**src/rtl/alu_mc_if.sv**
```systemverilog
// Request/response bundle for alu_mc: issue-side valid/ready with operands
// and opcode, writeback-side valid/ready with result and status flags.
interface alu_mc_if #(
  parameter int bitWidth = 32
);
  logic                valid_i;
  logic                ready_o;
  logic [bitWidth-1:0] rs1_data_i;
  logic [bitWidth-1:0] rs2_data_i;
  logic                Cin_i;
  logic [3:0]          cmd_i;
  logic                valid_o;
  logic                ready_i;
  logic [bitWidth-1:0] data_o;
  logic                carry_o;
  logic                illegal_o;

  // The ALU side.
  modport slave (
    input  valid_i, rs1_data_i, rs2_data_i, Cin_i, cmd_i, ready_i,
    output ready_o, valid_o, data_o, carry_o, illegal_o
  );

  // The issue/writeback side driving the ALU.
  modport master (
    output valid_i, rs1_data_i, rs2_data_i, Cin_i, cmd_i, ready_i,
    input  ready_o, valid_o, data_o, carry_o, illegal_o
  );
endinterface

```
**src/rtl/alu_mc.sv**
```systemverilog
// Registered multi-cycle integer ALU. Single-cycle ops load the output
// holding register at the accept edge; MUL/MULHU run an iterative shift-add
// multiplier and present the result once it is complete.
//
// state    | meaning
// IDLE     | accepting requests, output register may hold a result
// MUL_RUN  | one shift-add iteration per cycle, requests blocked
// MUL_DONE | load accumulator half into the output register
module alu_mc #(
  parameter int bitWidth = 32,
  parameter bit MUL_EN   = 1'b1
) (
  input logic   clk_i,
  input logic   rst_i,
  alu_mc_if.slave bus
);
  localparam int SHW = $clog2(bitWidth);
  localparam int CW  = SHW + 1;

  localparam logic [3:0] OP_ADD   = 4'd0;
  localparam logic [3:0] OP_AND   = 4'd1;
  localparam logic [3:0] OP_OR    = 4'd2;
  localparam logic [3:0] OP_XOR   = 4'd3;
  localparam logic [3:0] OP_SUB   = 4'd4;
  localparam logic [3:0] OP_SLL   = 4'd5;
  localparam logic [3:0] OP_SRL   = 4'd6;
  localparam logic [3:0] OP_SRA   = 4'd7;
  localparam logic [3:0] OP_SLT   = 4'd8;
  localparam logic [3:0] OP_SLTU  = 4'd9;
  localparam logic [3:0] OP_MUL   = 4'd10;
  localparam logic [3:0] OP_MULHU = 4'd11;

  localparam logic [bitWidth:0] ONE_X    = {{bitWidth{1'b0}}, 1'b1};
  localparam logic [CW-1:0]     CNT_ONE  = {{(CW-1){1'b0}}, 1'b1};
  localparam logic [CW-1:0]     CNT_LAST = bitWidth[CW-1:0];

  typedef enum logic [1:0] {
    IDLE     = 2'd0,
    MUL_RUN  = 2'd1,
    MUL_DONE = 2'd2
  } state_t;

  state_t                  state;
  logic [2*bitWidth-1:0]   acc;
  logic [2*bitWidth-1:0]   mcand;
  logic [bitWidth-1:0]     mplier;
  logic [CW-1:0]           cnt;
  logic                    mul_hi;

  logic [bitWidth-1:0]     data_q;
  logic                    carry_q;
  logic                    illegal_q;
  logic                    valid_q;

  logic [bitWidth-1:0]     op_a;
  logic [bitWidth-1:0]     op_b;
  logic [SHW-1:0]          shamt;
  logic                    ready;
  logic                    accept;

  logic [bitWidth:0]       add_sum;
  logic [bitWidth:0]       sub_sum;
  logic [bitWidth-1:0]     res_data;
  logic                    res_carry;
  logic                    res_illegal;
  logic                    is_mul;

  assign op_a  = bus.rs1_data_i;
  assign op_b  = bus.rs2_data_i;
  assign shamt = op_b[SHW-1:0];

  // A new request is only taken in IDLE and only if the holding register
  // is empty or being drained this cycle, so a result is never overwritten.
  assign ready  = (state == IDLE) && (!valid_q || bus.ready_i) && !rst_i;
  assign accept = bus.valid_i && ready;

  assign bus.ready_o   = ready;
  assign bus.valid_o   = valid_q;
  assign bus.data_o    = data_q;
  assign bus.carry_o   = carry_q;
  assign bus.illegal_o = illegal_q;

  // Single-cycle result and opcode classification for the current request.
  always_comb begin
    add_sum     = {1'b0, op_a} + {1'b0, op_b} + {{bitWidth{1'b0}}, bus.Cin_i};
    // a + ~b + 1: the top bit is the not-borrow flag.
    sub_sum     = {1'b0, op_a} + {1'b0, ~op_b} + ONE_X;
    res_data    = '0;
    res_carry   = 1'b0;
    res_illegal = 1'b0;
    is_mul      = 1'b0;
    case (bus.cmd_i)
      OP_ADD: begin
        res_data  = add_sum[bitWidth-1:0];
        res_carry = add_sum[bitWidth];
      end
      OP_AND:  res_data = op_a & op_b;
      OP_OR:   res_data = op_a | op_b;
      OP_XOR:  res_data = op_a ^ op_b;
      OP_SUB: begin
        res_data  = sub_sum[bitWidth-1:0];
        res_carry = sub_sum[bitWidth];
      end
      OP_SLL:  res_data = op_a << shamt;
      OP_SRL:  res_data = op_a >> shamt;
      OP_SRA:  res_data = $unsigned($signed(op_a) >>> shamt);
      OP_SLT:  res_data = {{(bitWidth-1){1'b0}}, ($signed(op_a) < $signed(op_b))};
      OP_SLTU: res_data = {{(bitWidth-1){1'b0}}, (op_a < op_b)};
      OP_MUL, OP_MULHU: begin
        if (MUL_EN) is_mul = 1'b1;
        else        res_illegal = 1'b1;
      end
      default: res_illegal = 1'b1;
    endcase
  end

  // Control FSM, multiplier datapath and output holding register.
  always_ff @(posedge clk_i) begin
    if (rst_i) begin
      state     <= IDLE;
      acc       <= '0;
      mcand     <= '0;
      mplier    <= '0;
      cnt       <= '0;
      mul_hi    <= 1'b0;
      data_q    <= '0;
      carry_q   <= 1'b0;
      illegal_q <= 1'b0;
      valid_q   <= 1'b0;
    end else begin
      case (state)
        IDLE: begin
          if (accept) begin
            if (is_mul) begin
              acc     <= '0;
              mcand   <= {{bitWidth{1'b0}}, op_a};
              mplier  <= op_b;
              cnt     <= '0;
              mul_hi  <= (bus.cmd_i == OP_MULHU);
              valid_q <= 1'b0;
              state   <= MUL_RUN;
            end else begin
              data_q    <= res_data;
              carry_q   <= res_carry;
              illegal_q <= res_illegal;
              valid_q   <= 1'b1;
            end
          end else if (bus.ready_i) begin
            valid_q <= 1'b0;
          end
        end
        MUL_RUN: begin
          // One extra cycle after the last iteration keeps the multiply
          // latency at bitWidth+2 edges from accept to valid_o.
          if (cnt == CNT_LAST) begin
            state <= MUL_DONE;
          end else begin
            if (mplier[0]) acc <= acc + mcand;
            mcand  <= mcand << 1;
            mplier <= mplier >> 1;
            cnt    <= cnt + CNT_ONE;
          end
        end
        MUL_DONE: begin
          data_q    <= mul_hi ? acc[2*bitWidth-1:bitWidth] : acc[bitWidth-1:0];
          carry_q   <= 1'b0;
          illegal_q <= 1'b0;
          valid_q   <= 1'b1;
          state     <= IDLE;
        end
        default: state <= IDLE;
      endcase
    end
  end
endmodule

```
**src/flat_wrapper.sv**
```systemverilog
// flat-port wrapper written by rule: the top's interface ports become plain ports
module alu_mc_flat 
#(
  parameter int bitWidth = 32,
  parameter bit MUL_EN   = 1'b1
)
  (clk_i, rst_i, bus_valid_i, bus_rs1_data_i, bus_rs2_data_i, bus_Cin_i, bus_cmd_i, bus_ready_i, bus_ready_o, bus_valid_o, bus_data_o, bus_carry_o, bus_illegal_o);
  alu_mc_if #(.bitWidth(bitWidth)) bus_i ();
  input logic clk_i;
  input logic rst_i;
  input wire logic [$bits(bus_i.valid_i)-1:0] bus_valid_i;
  input wire logic [$bits(bus_i.rs1_data_i)-1:0] bus_rs1_data_i;
  input wire logic [$bits(bus_i.rs2_data_i)-1:0] bus_rs2_data_i;
  input wire logic [$bits(bus_i.Cin_i)-1:0] bus_Cin_i;
  input wire logic [$bits(bus_i.cmd_i)-1:0] bus_cmd_i;
  input wire logic [$bits(bus_i.ready_i)-1:0] bus_ready_i;
  output wire logic [$bits(bus_i.ready_o)-1:0] bus_ready_o;
  output wire logic [$bits(bus_i.valid_o)-1:0] bus_valid_o;
  output wire logic [$bits(bus_i.data_o)-1:0] bus_data_o;
  output wire logic [$bits(bus_i.carry_o)-1:0] bus_carry_o;
  output wire logic [$bits(bus_i.illegal_o)-1:0] bus_illegal_o;
  assign bus_i.valid_i = bus_valid_i;
  assign bus_i.rs1_data_i = bus_rs1_data_i;
  assign bus_i.rs2_data_i = bus_rs2_data_i;
  assign bus_i.Cin_i = bus_Cin_i;
  assign bus_i.cmd_i = bus_cmd_i;
  assign bus_i.ready_i = bus_ready_i;
  assign bus_ready_o = bus_i.ready_o;
  assign bus_valid_o = bus_i.valid_o;
  assign bus_data_o = bus_i.data_o;
  assign bus_carry_o = bus_i.carry_o;
  assign bus_illegal_o = bus_i.illegal_o;
  alu_mc #(.bitWidth(bitWidth), .MUL_EN(MUL_EN)) u_core (.clk_i(clk_i), .rst_i(rst_i), .bus(bus_i));
endmodule
```
**config.mk**
```make
export PLATFORM = sky130hd
export DESIGN_NAME = alu_mc_flat
export DESIGN_NICKNAME = d
export VERILOG_FILES = /design/src/rtl/alu_mc_if.sv /design/src/rtl/alu_mc.sv /design/src/flat_wrapper.sv
export SDC_FILE = /design/constraint.sdc
export NUM_CORES = 1
export LEC_CHECK = 0
export ABC_AREA = 0
export CELL_PAD_IN_SITES_DETAIL_PLACEMENT = 0
export CELL_PAD_IN_SITES_GLOBAL_PLACEMENT = 1
export CORE_ASPECT_RATIO = 0.5
export CORE_MARGIN = 5
export CORE_UTILIZATION = 35
export CTS_BUF_LIST = sky130_fd_sc_hd__clkbuf_4 sky130_fd_sc_hd__clkbuf_8 sky130_fd_sc_hd__clkbuf_16
export CTS_CLUSTER_SIZE = 25
export DETAILED_ROUTE_END_ITERATION = 16
export PLACE_DENSITY_LB_ADDON = 0.1
export SKIP_LAST_GASP = 1
export SLEW_MARGIN = 20
export SYNTH_ARGS = -nofsm -noshare
export SYNTH_HDL_FRONTEND = slang
export SYNTH_SLANG_ARGS = --single-unit
```
**constraint.sdc**
```tcl
create_clock -name clk_i -period 14.85 [get_ports clk_i]
set_input_delay 3.7125 -clock clk_i [delete_from_list [all_inputs] [get_ports clk_i]]
set_output_delay 3.7125 -clock clk_i [all_outputs]
set_load 0.005 [all_outputs]
```
==> reports/metrics.yaml <==
synthesis:
  netlist_area_um2: 20800
  ys_ff_latch: 204
  synth_common_cells: "nor2_1, a21oi_1, nand2_1"
  ys_warn_count: 0
  synthFlopType: "dfxtp_1"
  synth_area_leaders: "dfxtp_1, ha_1, a21oi_1"
  synth.most_common_cell: "nor2_1"
  seq_area_frac_synth_pct: 19.7
  synthesis.instances: 2790
  ys_async_sr_fraction_pct: 0
  synth.avg_cell_area_um2: 7.44
  synth-edff-count: 0
  yosys.area.top_type_share_pct: 19.7
  syn-num-nets: 3037
  yosys.area.top_type: "dfxtp_1"
  synth_cell_type_count: 94
detailed_routing:
  drt_wl_total_um: 90700
  vias: 21648
  via_per_inst: 6.09
  drt_iter0_drc: 2305
  drc: 0
  routedWlPerCell_um: 25.5
  drt_pass1_iterations: 5
  detail-route-antenna-nets: 0
cells_and_area:
  finalInstanceArea_um2: 23100
  antenna_cells: 0
  final_nets: 3003
  postLayoutCoreUtil_pct: 39.2
  areaGrowthSynthToFinish_pct: 11.4
  layout-drive-gt1-share_pct: 7.43
timing:
  worstMarginPinSlew_ns: 1.14
  finalSetupTns_ns: 0
  min_period_ns: 8.70
  slew-limit-headroom_pct: 22.1
  max_freq_mhz: 115
  hold_viol_final: 0
  slew_viol_final: 0
  setup_viol: 0
  post-route-period-util_pct: 58.6
  finalClockSkew_ns: 0.0222
  rsz0062_at_grt: "no"
clock_tree:
  cts_sinks: 204
  holdBufCountCts: 0
  clk_pin_slew_worst_paths_ns: 0.06
  cts_tree: "done"
  cts_buffers: 24
  cts_setup_buffers: 0
  worstSkewPairLatency_ns: 0.56
  ctsResizeCount: 0
  cts-root-buf: "clkbuf_16"
  clk_path_buf_depth: 3
  h-tree-depth: 1
global_route:
  antenna_found_initial: 4
  grt_max_degree: 109
  grt_pass1_wl_um: 134000
  overflow: 0
  grt_pass1_vias: 20262
  grtUsageTotal_pct: 26.9
outcome:
  status: "completed"
place:
  placed_cell_area_um2: 22300
  gp_congestion: 0.957
  dp_hpwl_um: 67600
  port_buffers: 108
setup_path:
  crit_fanout: 2
  required_ns: 11.14
  critPathLaunchType: "primary input"
  cp-end-kind: "output port"
  path_class: "in2out"
  cp_data_arrival_time_ns: 4.98
floorplan:
  core_um2: 59000
  die_area_um2: 64600
  die_width_um: 354
  core.rowCount: 63
  initial_core_util_pct: 35.2
  fp.dieH_um: 182
  boundaryPins: 109
min_path:
  hp-class: "reg2reg"
pwr:
  max-vdd-ir-drop_uv: 81.0
  p_leak_nw: 9.00
  power.density_nw_per_um2: 72.9
run:
  cap_viol_max_count: 0
[placed cells by master, fill, tap and decap left out, drive strengths merged, types with 64 or more instances in the layout]
master,instances
a211oi,105
a21o,64
a21oi,306
clkdlybuf4s50,102
dfxtp,204
ha,170
inv,120
mux2i,67
nand2,221
nand3,77
nor2,367
o21ai,178
[power by group]
part	leakage [nW]	switching [W]	total [W]	internal, W
logic	6.96	0.000313	0.000487	0.000174
clock network	0.386	0.000270	0.000621	0.000351
registers	1.65	0.0000139	0.000578	0.000564
[critical path, cell delays in order]
cell	delay, ns
clkdlybuf4s50_1	0.48
nor2b_1	0.06
nor4_1	0.18
clkdlybuf4s50_1	0.55
[worst paths after layout]
| kind | slack (ns) | cells after the start | start | end |
|---|---|---|---|---|
| setup / recovery | 6.15 | 4 | bus_ready_i | bus_ready_o |
| setup reg to reg | 10.94 | 12 | u_core.mcand[0]$_SDFFE_PP0P_ | u_core.acc[38]$_SDFFE_PP0P_ |
| hold reg to reg | 0.46 | 2 | u_core.bus.illegal_o$_SDFFE_PP0P_ | u_core.bus.illegal_o$_SDFFE_PP0P_ |
| hold / removal | 0.46 | 2 | u_core.bus.illegal_o$_SDFFE_PP0P_ | u_core.bus.illegal_o$_SDFFE_PP0P_ |
[layer usage]
metal,vias up,track usage [%],routed length (um)
met3,100,5.64,8120
met5,-,0,39
met2,778,38.8,36800
met1,10531,41.1,44100
met4,6,4.95,1700
li1,10233,-,-
[kinds of logic after synthesis]
logic type                 synth area share (%)
muxes                                      10.0
and+or+nand+nor                            19.7
buffers and inverters                      6.53
AOI/OAI and AO/OA                          30.5
DFF                                        19.7
xor gates and xnor gates                   2.91
adders and majority gates                  10.6
[flip-flops by register name, indices dropped and copies added (netlist names), 2 cells and up]
signal and flops:
u_core.acc 64, u_core.bus.data_o 32, u_core.cnt 6, u_core.mcand 64, u_core.mplier 32, u_core.state 2
[cell type report]
type	instances	area, um^2
clock inverters	14	160
flip-flops and latches	204	4090
repair buffers	155	1420
fillers	6349	35800
multi-input cells	2252	15400
well taps	780	976
clock buffers	28	649
inverters	119	447
[through the flow]
step           setup slack, ns  hold WS (ns)  total power [W]  std cells
6_report                  6.15         0.457          0.00169       3552
5_1_grt                   6.09         0.489          0.00176       3552
4_1_cts                   6.16         0.460          0.00169       3552
3_5_place_dp              6.16         0.451          0.00106       3510
3_3_place_gp              6.16         0.450          0.00107       3510
2_1_floorplan             6.78         0.445         0.000882       2790
(Power assumes the default switching activity.)
